===== config.mk =====
export PLATFORM = sky130hd
export DESIGN_NAME = serial_adder
export DESIGN_NICKNAME = d
export VERILOG_FILES = /design/src/rtl/alu_pkg.sv /design/src/rtl/full_adder_bit.sv /design/src/rtl/serial_adder.sv
export SDC_FILE = /design/constraint.sdc
export NUM_CORES = 1
export LEC_CHECK = 0
export CAP_MARGIN = 20
export CORE_MARGIN = 2
export CORE_UTILIZATION = 45
export CTS_CLUSTER_SIZE = 40
export DETAILED_ROUTE_END_ITERATION = 16
export GPL_TIMING_DRIVEN = 0
export PLACE_DENSITY = 0.74
export SYNTH_ARGS = -nofsm -noshare
export SYNTH_HDL_FRONTEND = slang
export SYNTH_SLANG_ARGS = --single-unit
export TNS_END_PERCENT = 20

===== constraint.sdc =====
create_clock -name clk -period 1.5 [get_ports clk]
set_clock_uncertainty 0.15 [all_clocks]
set_input_delay 0.225 -clock clk [delete_from_list [all_inputs] [get_ports clk]]
set_output_delay 0.225 -clock clk [all_outputs]
set_load 0.005 [all_outputs]

===== src/rtl/alu_pkg.sv =====
// Shared ALU definitions: sequencer state encoding and default datapath width.
package alu_pkg;

  localparam int ALU_WIDTH = 4;

  typedef enum logic [1:0] {
    ST_IDLE = 2'd0,
    ST_RUN  = 2'd1,
    ST_DONE = 2'd2
  } state_e;

endpackage


===== src/rtl/full_adder_bit.sv =====
// One-bit full adder built from gate primitives; the single arithmetic cell of
// the bit-serial adder.
module full_adder_bit (
  input  logic a,
  input  logic b,
  input  logic ci,
  output logic s,
  output logic co
);

  wire p;
  wire g;
  wire t;

  xor g_p  (p, a, b);
  xor g_s  (s, p, ci);
  and g_g  (g, a, b);
  and g_t  (t, p, ci);
  or  g_co (co, g, t);

endmodule


===== src/rtl/serial_adder.sv =====
// Bit-serial adder, LSB first, one full-adder bit per clock with a start/busy/done
// handshake. The sum is gated by the captured enable; carry-out is never gated.
module serial_adder
  import alu_pkg::*;
#(
  parameter int WIDTH = ALU_WIDTH
) (
  input  logic             clk,
  input  logic             rst_n,
  input  logic             start,
  input  logic             E,
  input  logic [WIDTH-1:0] a,
  input  logic [WIDTH-1:0] b,
  input  logic             cin,
  output logic             busy,
  output logic             done,
  output logic [WIDTH-1:0] s,
  output logic             cout
);

  localparam int CW = $clog2(WIDTH) + 1;

  state_e           state_q, state_d;
  logic [CW-1:0]    cnt_q, cnt_d;
  logic [WIDTH-1:0] a_sh_q, a_sh_d;
  logic [WIDTH-1:0] b_sh_q, b_sh_d;
  logic [WIDTH-1:0] sum_sh_q, sum_sh_d;
  logic             carry_q, carry_d;
  logic             e_q, e_d;
  logic [WIDTH-1:0] s_q, s_d;
  logic             cout_q, cout_d;

  logic             fa_s;
  logic             fa_co;
  logic             last_bit;
  logic [WIDTH-1:0] sum_next;

  full_adder_bit u_fa (
    .a  (a_sh_q[0]),
    .b  (b_sh_q[0]),
    .ci (carry_q),
    .s  (fa_s),
    .co (fa_co)
  );

  assign last_bit = (cnt_q == CW'(WIDTH - 1));
  assign sum_next = {fa_s, sum_sh_q[WIDTH-1:1]};

  always_comb begin
    state_d  = state_q;
    cnt_d    = cnt_q;
    a_sh_d   = a_sh_q;
    b_sh_d   = b_sh_q;
    sum_sh_d = sum_sh_q;
    carry_d  = carry_q;
    e_d      = e_q;
    s_d      = s_q;
    cout_d   = cout_q;

    case (state_q)
      ST_IDLE, ST_DONE: begin
        // DONE accepts a new request just like IDLE, giving back-to-back ops.
        if (start) begin
          a_sh_d   = a;
          b_sh_d   = b;
          carry_d  = cin;
          e_d      = E;
          cnt_d    = '0;
          sum_sh_d = '0;
          state_d  = ST_RUN;
        end else begin
          state_d  = ST_IDLE;
        end
      end
      ST_RUN: begin
        a_sh_d   = a_sh_q >> 1;
        b_sh_d   = b_sh_q >> 1;
        sum_sh_d = sum_next;
        carry_d  = fa_co;
        cnt_d    = cnt_q + CW'(1);
        if (last_bit) begin
          state_d = ST_DONE;
          s_d     = e_q ? sum_next : '0;
          cout_d  = fa_co;
        end
      end
      default: state_d = ST_IDLE;
    endcase
  end

  always_ff @(posedge clk) begin
    if (!rst_n) begin
      state_q  <= ST_IDLE;
      cnt_q    <= '0;
      a_sh_q   <= '0;
      b_sh_q   <= '0;
      sum_sh_q <= '0;
      carry_q  <= 1'b0;
      e_q      <= 1'b0;
      s_q      <= '0;
      cout_q   <= 1'b0;
    end else begin
      state_q  <= state_d;
      cnt_q    <= cnt_d;
      a_sh_q   <= a_sh_d;
      b_sh_q   <= b_sh_d;
      sum_sh_q <= sum_sh_d;
      carry_q  <= carry_d;
      e_q      <= e_d;
      s_q      <= s_d;
      cout_q   <= cout_d;
    end
  end

  assign busy = (state_q == ST_RUN);
  assign done = (state_q == ST_DONE);
  assign s    = s_q;
  assign cout = cout_q;

endmodule


==> flow_metrics.py, run 1 <==
metrics = {
    "global_route": {
        "grt.total_usage_pct": 17.8,
        "antenna_found_initial": 0,
        "overflow": 0,
        "grt_first_pass_wirelength_mm": 3.57,
        "grt_max_degree": 14,
        "grt_pass1_vias": 864,
    },
    "power_and_ir_drop": {
        "sw_frac_of_total_pct": 25.9,
        "p_int_mw": 0.847,
        "pwr-share-seq_pct": 57.7,
        "ir_drop_mv": 0.618,
        "netSwitchingPower_mw": 0.296,
        "p_clk_share_pct": 25.1,
        "p_comb_share_pct": 17.1,
        "p_leak_nw": 0.548,
        "power.density_nw_per_um2": 861,
    },
    "critical_path": {
        "crit_fanout": 5,
        "crit_type": "flip-flop to primary output",
        "cp.required_ps": 1120,
        "crit_arrival_ps": 1060,
        "end_kind": "primary output",
        "critPathLaunchType": "flip-flop",
    },
    "placed_design": {
        "io_buffers": 19,
        "place.gp.congestion": 0.725,
        "place_ws_ps": -182,
        "hpwl_mm": 1.43,
    },
    "synth": {
        "ys_async_sr_fraction_pct": 0,
        "ys_seq_area_share_pct": 44.7,
        "synthFlopType": "dfxtp_1",
        "syn_nets": 132,
        "avgSynthCellArea_um2": 8.89,
        "yosys_warnings": 0,
        "yosysUniqueCellTypes": 29,
        "synth_seq_cells": 23,
        "syn_inst": 116,
        "synth_edf_count": 0,
        "netlist_area_um2": 1030,
        "synth_top_area_share_pct": 44.7,
        "synth.top_cells.by_area": "dfxtp_1 45%, nand2_1 8.7%, a21boi_1 8.0%",
        "synth_top_area_cell": "dfxtp_1",
    },
    "floorplanning": {
        "placeableCoreArea_um2": 2190,
        "die_w_um": 51.9,
        "start_util_pct": 47.1,
        "die_area_um2": 2690,
        "die_h_um": 51.9,
        "ios": 20,
        "rows": 17,
    },
    "cells_and_area": {
        "nets": 160,
        "drive_gt1_share_pct": 21.7,
        "antenna_cells": 0,
        "area_growth_pct": 28.8,
    },
    "sta": {
        "rsz0062_at_grt": "false",
        "hold_viol_final": 0,
        "min_period_ps": 1440,
        "fin_ws_ps": 62.2,
        "worst_slew_pin_slew_ps": 412,
        "max_freq_mhz": 695,
        "fin_crit_sh_pct": 95.9,
        "final.setup.tns_ps": 0,
        "final_max_slew_viol_count": 0,
        "finalSetupViolations": 0,
        "slew_headroom_pct": 72.5,
    },
    "drt": {
        "dr.pass1.iters": 4,
        "finalWirelength_mm": 1.99,
        "ant_nets": 0,
        "num_vias": 878,
        "drcViolationCount": 0,
        "viasPerCell": 5.13,
        "wl_per_cell_um": 11.6,
        "dr.first_iter.drc_count": 19,
    },
    "cts": {
        "root_buffer": "clkbuf_4",
        "cts_made_buffers": 3,
        "clk_pin_slew_worst_paths_ps": 130,
        "cts.sinks": 23,
        "h-tree-depth": 1,
        "clkLatencyLatePin_ps": 310,
        "cts_tree": "built",
        "cts_buffer_depth": 2,
    },
    "outcome": {
        "run_status": "finished clean",
    },
    "flow_run": {
        "max_cap_viol_count": 0,
    },
    "hold_path": {
        "hp-class": "input port to flip-flop",
    },
}
## final timing paths
path,startpoint,endpoint,slack (ps),cells past startpoint
max,state_q[1],busy,60,4
min,b[3],b_sh_q[3],300,3
max reg2reg,cnt_q[0],cout,80,5
min reg2reg,sum_sh_q[1],s[0],300,2
## per-layer routing
layer  GRT usage [%]  vias to the layer above  part of all wire (%)
li1                -                      449                     -
met1            20.0                      396                    43
met2            32.3                       28                    49
met3            2.87                        5                   5.5
met4            8.33                        0                   1.7
met5               0                        -                     0
## cell type report
cell class	instances	area, µm²
multi-input combinational	80	493
timing repair buffer	23	204
inverter	5	21.3
fill	200	863
sequential	23	474
tap	28	35.0
clock inverter	1	5.00
clock buffer	3	22.5
buffer	8	72.6
## cell usage in the layout (no fill, tap or decap), types with 2 or more instances in the layout
| cell type | n |
|---|---|
| clkbuf_1 | 2 |
| o21a_1 | 3 |
| clkbuf_4 | 3 |
| buf_6 | 4 |
| dlygate4sd2_1 | 5 |
| and2_1 | 2 |
| a21boi_1 | 11 |
| o21ai_0 | 7 |
| nand3b_1 | 2 |
| nand3_1 | 9 |
| inv_1 | 4 |
| buf_4 | 4 |
| buf_2 | 2 |
| nand2_1 | 24 |
| a31oi_1 | 6 |
| clkdlybuf4s50_1 | 12 |
| dfxtp_2 | 8 |
| dfxtp_1 | 14 |
| nand2b_4 | 2 |
| nor2_1 | 3 |
## per-stage QoR
stage | hold slack [ps] | instance area [µm²] | total power, mW | cells | utilization [%]
after floorplan | 210 | 1030 | 0.789 | 116 | -
after global placement | 287 | 1260 | 0.853 | 163 | 57.3
after CTS | 293 | 1320 | 1.14 | 170 | 60.3
final | 295 | 1330 | 1.14 | 171 | 60.6
after detailed placement | 294 | 1260 | 0.858 | 163 | 57.3
after global routing | 310 | 1330 | 1.20 | 171 | 60.6
## critical path: stages (launching register included)
cell and delay (ps):
dfxtp_2 340, nand2b_4 130, buf_6 120, inv_4 60
buf_2 110
## timing repair
item,in CTS,in global routing
pin swaps,0,3
hold buffers,0,0
setup endpoints to repair,8,6
resized for setup,23,3
setup buffers,3,1
hold endpoints to repair,0,0
cloned,0,0
## cell families (layout without fill, tap and decap cells)
kind of cell	Yosys count	after routing	share of synthesized area, %
simple gates	48	48	23.4
compound gates	29	29	19.1
flops	23	23	44.7
buf+inv	13	40	8.49
fa+ha+maj	3	3	4.37
## synthesized netlist by cell type, types with 2 or more instances
cell type / n
nand3b_1: 2
o21a_1: 3
a31oi_1: 6
ha_1: 2
nor2_1: 3
o21ai_0: 7
dfxtp_1: 23
and2_1: 2
buf_6: 3
nand2_1: 24
a21boi_1: 11
clkbuf_1: 2
nand3_1: 9
inv_1: 4
## sequential cells by signal, indices dropped and copies added, names as in the netlist
name / flops
a_sh_q: 4
b_sh_q: 4
carry_q: 1
cnt_q: 3
cout: 1
e_q: 1
s: 4
state_q: 2
sum_sh_q: 3
## power by group through the flow
| stage | clock, mW | sequential (mW) | combinational, mW |
|---|---|---|---|
| floorplan | 0 | 0.669 | 0.120 |
| detailed placement | 0 | 0.675 | 0.183 |
| finish | 0.287 | 0.660 | 0.196 |
| global placement | 0 | 0.673 | 0.180 |
| CTS | 0.290 | 0.660 | 0.193 |
| global route | 0.314 | 0.663 | 0.220 |
No activity file was read; power rests on OpenSTA's default activity.
==> run 2: changes to the inputs <==
--- a/config.mk
+++ b/config.mk
@@ -7,11 +7,12 @@
 export LEC_CHECK = 0
 export CAP_MARGIN = 20
 export CORE_MARGIN = 2
-export CORE_UTILIZATION = 45
+export CORE_UTILIZATION = 54
 export CTS_CLUSTER_SIZE = 40
 export DETAILED_ROUTE_END_ITERATION = 16
+export DONT_BUFFER_PORTS = 1
 export GPL_TIMING_DRIVEN = 0
-export PLACE_DENSITY = 0.74
+export PLACE_DENSITY = 0.72
 export SYNTH_ARGS = -nofsm -noshare
 export SYNTH_HDL_FRONTEND = slang
 export SYNTH_SLANG_ARGS = --single-unit
==> flow_metrics.py, run 2 (same netlist as run 1, synthesis figures left out) <==
metrics = {
    "outcome": {
        "run_status": "finished clean",
    },
    "cells_and_area": {
        "fill_cells": 142,
        "layout_commonest_cell": "nand2_1",
        "antenna_cells": 0,
        "drive_gt1_share_pct": 14.4,
        "nets": 149,
        "final-seq-area_um2": 464,
        "fin_area_um2": 1220,
        "most-common-layout-cells": "24 x nand2_1, 20 x dfxtp_1, 11 x a21boi_1, 11 x dlygate4sd3_1, 9 x nand3_1",
        "multiInputGateArea_um2": 485,
        "utilization_pct": 69.0,
        "area_growth_pct": 18.1,
    },
    "drt": {
        "finalWirelength_mm": 2.08,
        "viasPerCell": 5.48,
        "dr.pass1.iters": 4,
        "wl_per_cell_um": 13.2,
        "ant_nets": 0,
        "dr.first_iter.drc_count": 8,
        "drcViolationCount": 0,
        "num_vias": 861,
    },
    "critical_path": {
        "crit_fanout": 7,
        "crit_arrival_ps": 1510,
        "cp.required_ps": 1570,
        "end_kind": "flip-flop",
        "path_cells": "ha_1 > ha_2 > and3b_1 > buf_6 > o211a_1",
        "worst_path_largest_cell_delay_ps": 340,
        "crit_buf_inv": 1,
        "crit_type": "flip-flop to flip-flop",
        "cp_slowest_cell": "dfxtp_2",
        "critPathLaunchType": "flip-flop",
        "path_delay_family": "adder cells",
    },
    "sta": {
        "slew_headroom_pct": 74.0,
        "finalSetupViolations": 0,
        "min_period_ps": 1450,
        "rsz0062_at_grt": "true",
        "max_freq_mhz": 691,
        "fin_crit_sh_pct": 96.5,
        "final_max_slew_viol_count": 0,
        "hold_viol_final": 0,
        "worst_slew_pin_slew_ps": 389,
        "final.setup.tns_ps": 0,
    },
    "floorplanning": {
        "die_h_um": 47.7,
        "start_util_pct": 58.4,
        "die_w_um": 47.7,
        "ios": 20,
        "rows": 15,
        "die_area_um2": 2270,
        "placeableCoreArea_um2": 1760,
    },
    "cts": {
        "root_buffer": "clkbuf_4",
        "cts_tree": "built",
        "h-tree-depth": 1,
        "cts.sinks": 23,
        "cts_made_buffers": 3,
        "clkLatencyLatePin_ps": 300,
        "cts_buffer_depth": 2,
        "clk_pin_slew_worst_paths_ps": 130,
    },
    "power_and_ir_drop": {
        "p_leak_nw": 0.477,
        "ir_drop_mv": 0.662,
        "power.density_nw_per_um2": 924,
    },
    "hold_path": {
        "hp-class": "input port to flip-flop",
    },
    "global_route": {
        "antenna_found_initial": 0,
        "grt_max_degree": 14,
        "overflow": 0,
        "grt_pass1_vias": 815,
        "grt.total_usage_pct": 21.3,
        "grt_first_pass_wirelength_mm": 3.37,
    },
    "placed_design": {
        "placed_cell_area_um2": 1060,
        "hpwl_mm": 1.36,
        "place.gp.congestion": 0.757,
        "io_buffers": 0,
    },
    "flow_run": {
        "max_cap_viol_count": 0,
    },
}
[run 2: changes by cell type in the layout (fill, tap and decap cells not counted), moves of 3 or more]
cell | before | now
buf_4 | 4 | 1
clkdlybuf4s50_1 | 12 | 0
dfxtp_1 | 14 | 20
dfxtp_2 | 8 | 3
dlygate4sd2_1 | 5 | 0
dlygate4sd3_1 | 0 | 11
[run 2: path summary, 6_finish.rpt]
check           endpoint  startpoint  slack, ps  cells after the start
max                 cout    cnt_q[0]         50                      5
min          sum_sh_q[2]       start         20                      3
max reg2reg         cout    cnt_q[0]         50                      5
min reg2reg         s[0]        s[0]        320                      2
[run 2: repair_timing]
item | 4_1_cts | 5_1_grt
endpoints found under the setup margin | 1 | 6
hold buffers | 11 | 0
resized for setup | 1 | 4
pin swaps | 0 | 1
buffers inserted | 1 | 0
hold endpoints to repair | 10 | 0
[run 2: through the flow]
stage / std cells / hold slack [ps] / worst slack [ps] / total power [mW]
after floorplan: 116 / 210 / 59.4 / 0.789
after global placement: 141 / 213 / 6.29 / 0.815
after detailed placement: 141 / 226 / -1.40 / 0.821
after CTS: 157 / 10.6 / 5.41 / 1.13
after global routing: 157 / 22.6 / -5.81 / 1.17
final: 157 / 18.9 / 53.1 / 1.12
[run 2: per-layer routing]
metal,up-vias,GRT usage (%),wire (µm)
li1,429,-,-
met1,407,23.6,865
met2,21,39.7,1110
met3,4,5.28,89
met4,0,6.49,18
met5,-,0,0
[run 2: where the power goes]
group | switching, mW | total [mW] | internal [mW]
Sequential | 0.0186 | 0.661 | 0.643
Clock | 0.187 | 0.286 | 0.0995
Combinational | 0.0880 | 0.177 | 0.0890
[run 2: final cells by class]
type,instances,area share (%)
buffer,8,5.96
clock buffer,3,1.85
clock inverter,1,0.411
inverter,5,1.54
multi-input combinational,80,39.9
sequential,23,38.1
tap,25,2.57
timing repair buffer,12,9.66
[run 2: tightest hold or removal path, stage by stage]
cell,delay (ps)
nand2b_4,70
nand3_1,90
a21boi_1,60
==> run 3: changes to the inputs <==
--- a/config.mk
+++ b/config.mk
@@ -12,7 +12,7 @@
 export DETAILED_ROUTE_END_ITERATION = 16
 export DONT_BUFFER_PORTS = 1
 export GPL_TIMING_DRIVEN = 0
-export PLACE_DENSITY = 0.72
+export PLACE_DENSITY_LB_ADDON = 0.25
 export SYNTH_ARGS = -nofsm -noshare
 export SYNTH_HDL_FRONTEND = slang
 export SYNTH_SLANG_ARGS = --single-unit
==> flow_metrics.py, run 3 (same netlist as run 1, synthesis figures left out) <==
metrics = {
    "outcome": {
        "run_status": "finished clean",
    },
    "critical_path": {
        "r2r_setup_slack_ps": 50,
        "r2r.worst_path.cells": 5,
        "path_cells": "ha_1 > ha_2 > and3b_1 > buf_6 > o211a_1",
        "crit_fanout": 7,
        "cp.required_ps": 1560,
        "critPathLaunchType": "flip-flop",
        "end_kind": "flip-flop",
        "crit_type": "flip-flop to flip-flop",
        "rr_endpoint": "cout",
        "crit_path_end": "cout",
        "crit_arrival_ps": 1520,
        "cp_slowest_cell": "dfxtp_2",
        "worst_path_largest_cell_delay_ps": 340,
        "cp-startpoint": "cnt_q[0]",
        "r2r-start": "cnt_q[0]",
    },
    "global_route": {
        "grt.total_usage_pct": 20.3,
        "grt_pass1_vias": 780,
        "grt_max_degree": 13,
        "overflow": 0,
        "grt_first_pass_wirelength_mm": 3.17,
        "antenna_found_initial": 0,
    },
    "cells_and_area": {
        "layout_commonest_cell": "nand2_1",
        "antenna_cells": 0,
        "area_growth_pct": 18.1,
        "most-common-layout-cells": "24 x nand2_1, 19 x dfxtp_1, 11 x a21boi_1, 11 x dlygate4sd3_1, 9 x nand3_1",
        "nets": 149,
        "fill_cells": 160,
        "drive_gt1_share_pct": 14.4,
    },
    "drt": {
        "drcViolationCount": 0,
        "viasPerCell": 5.36,
        "wl_per_cell_um": 12.5,
        "dr.pass1.iters": 4,
        "finalWirelength_mm": 1.96,
        "ant_nets": 0,
        "dr.first_iter.drc_count": 8,
        "num_vias": 842,
    },
    "floorplanning": {
        "die_area_um2": 2270,
        "start_util_pct": 58.4,
        "rows": 15,
        "die_h_um": 47.7,
        "placeableCoreArea_um2": 1760,
        "ios": 20,
        "die_w_um": 47.7,
    },
    "cts": {
        "root_buffer": "clkbuf_4",
        "clkLatencyLatePin_ps": 300,
        "cts_tree": "built",
        "cts_made_buffers": 3,
        "clk_pin_slew_worst_paths_ps": 120,
        "cts_buffer_depth": 2,
        "cts.sinks": 23,
        "h-tree-depth": 1,
    },
    "sta": {
        "max_freq_mhz": 689,
        "min_period_ps": 1450,
        "fin_crit_sh_pct": 96.8,
        "fin_ws_ps": 48.6,
        "finalSetupViolations": 0,
        "final_max_slew_viol_count": 0,
        "rsz0062_at_grt": "false",
        "slew_headroom_pct": 75.5,
        "hold_viol_final": 0,
        "worst_slew_pin_slew_ps": 367,
    },
    "power_and_ir_drop": {
        "power.density_nw_per_um2": 913,
        "p_leak_nw": 0.474,
        "fin_total_pwr_mw": 1.11,
        "ir_drop_mv": 0.729,
    },
    "placed_design": {
        "io_buffers": 0,
        "place.gp.congestion": 0.738,
        "place_ws_ps": -9.03,
        "hpwl_mm": 1.32,
    },
    "hold_path": {
        "min_from": "start",
        "hp-class": "input port to flip-flop",
    },
    "flow_run": {
        "max_cap_viol_count": 0,
    },
}
## run 3: cell types whose count changed in the layout (fill, tap and decap cells not counted), sizes merged
cell,delta
clkbuf,+1
clkinv,-1
## run 3: per-layer routing
layer / part of all wire, % / track usage [%]
met1: 42 / 19.7
met2: 51 / 39.2
met3: 4.9 / 7.17
met4: 1.4 / 6.49
met5: 0 / 0
## run 3: worst min-delay path by stage
| stage | to | slack [ps] | depth (start not counted) |
|---|---|---|---|
| after floorplan | e_q | 210 | 2 |
| after global placement | b_sh_q[3] | 210 | 2 |
| after detailed placement | a_sh_q[3] | 220 | 2 |
| after CTS | sum_sh_q[2] | 8 | 3 |
| after global routing | sum_sh_q[1] | 10 | 3 |
| final | sum_sh_q[2] | 20 | 3 |
## run 3: worst max-delay path, delay by kind of cell (launching register included)
| family | cells | cell delay, ps |
|---|---|---|
| AOI/OAI and AO/OA | 1 | 190 |
| adders and majority gates | 2 | 370 |
| buffers and inverters | 1 | 130 |
| DFF | 1 | 340 |
| and+or+nand+nor | 1 | 180 |
## run 3: cell type report
class                      instances  area, µm²  area share (%)
inverter                           5       18.8            1.54
buffer                             8       72.6            5.96
tap                               25       31.3            2.57
multi-input combinational         80        485            39.9
clock buffer                       4       26.3            2.16
timing repair buffer              12        118            9.66
sequential                        23        465            38.2
## run 3: report_power, final
group / switching (mW) / total (mW) / internal, mW
sequential: 0.0188 / 0.661 / 0.642
clock: 0.175 / 0.279 / 0.104
combinational: 0.0830 / 0.172 / 0.0888
## run 3: repair_timing
item                       in CTS  in global routing
hold buffers                   11                  0
hold endpoints to repair       10                  0
buffers inserted                1                  0
gates resized for setup         2                  4
setup endpoints to repair       1                  3
## run 3: metrics by stage
step	instance area, µm²	TNS, ps	hold slack (ps)	instances	utilization (%)
after floorplan	1030	0	210	116	-
after CTS	1210	0	8.13	157	68.6
after global routing	1220	0	14.5	157	69.0
after global placement	1060	0	213	141	60.2
after detailed placement	1060	-9.03	219	141	60.2
final	1220	0	17.9	157	69.0
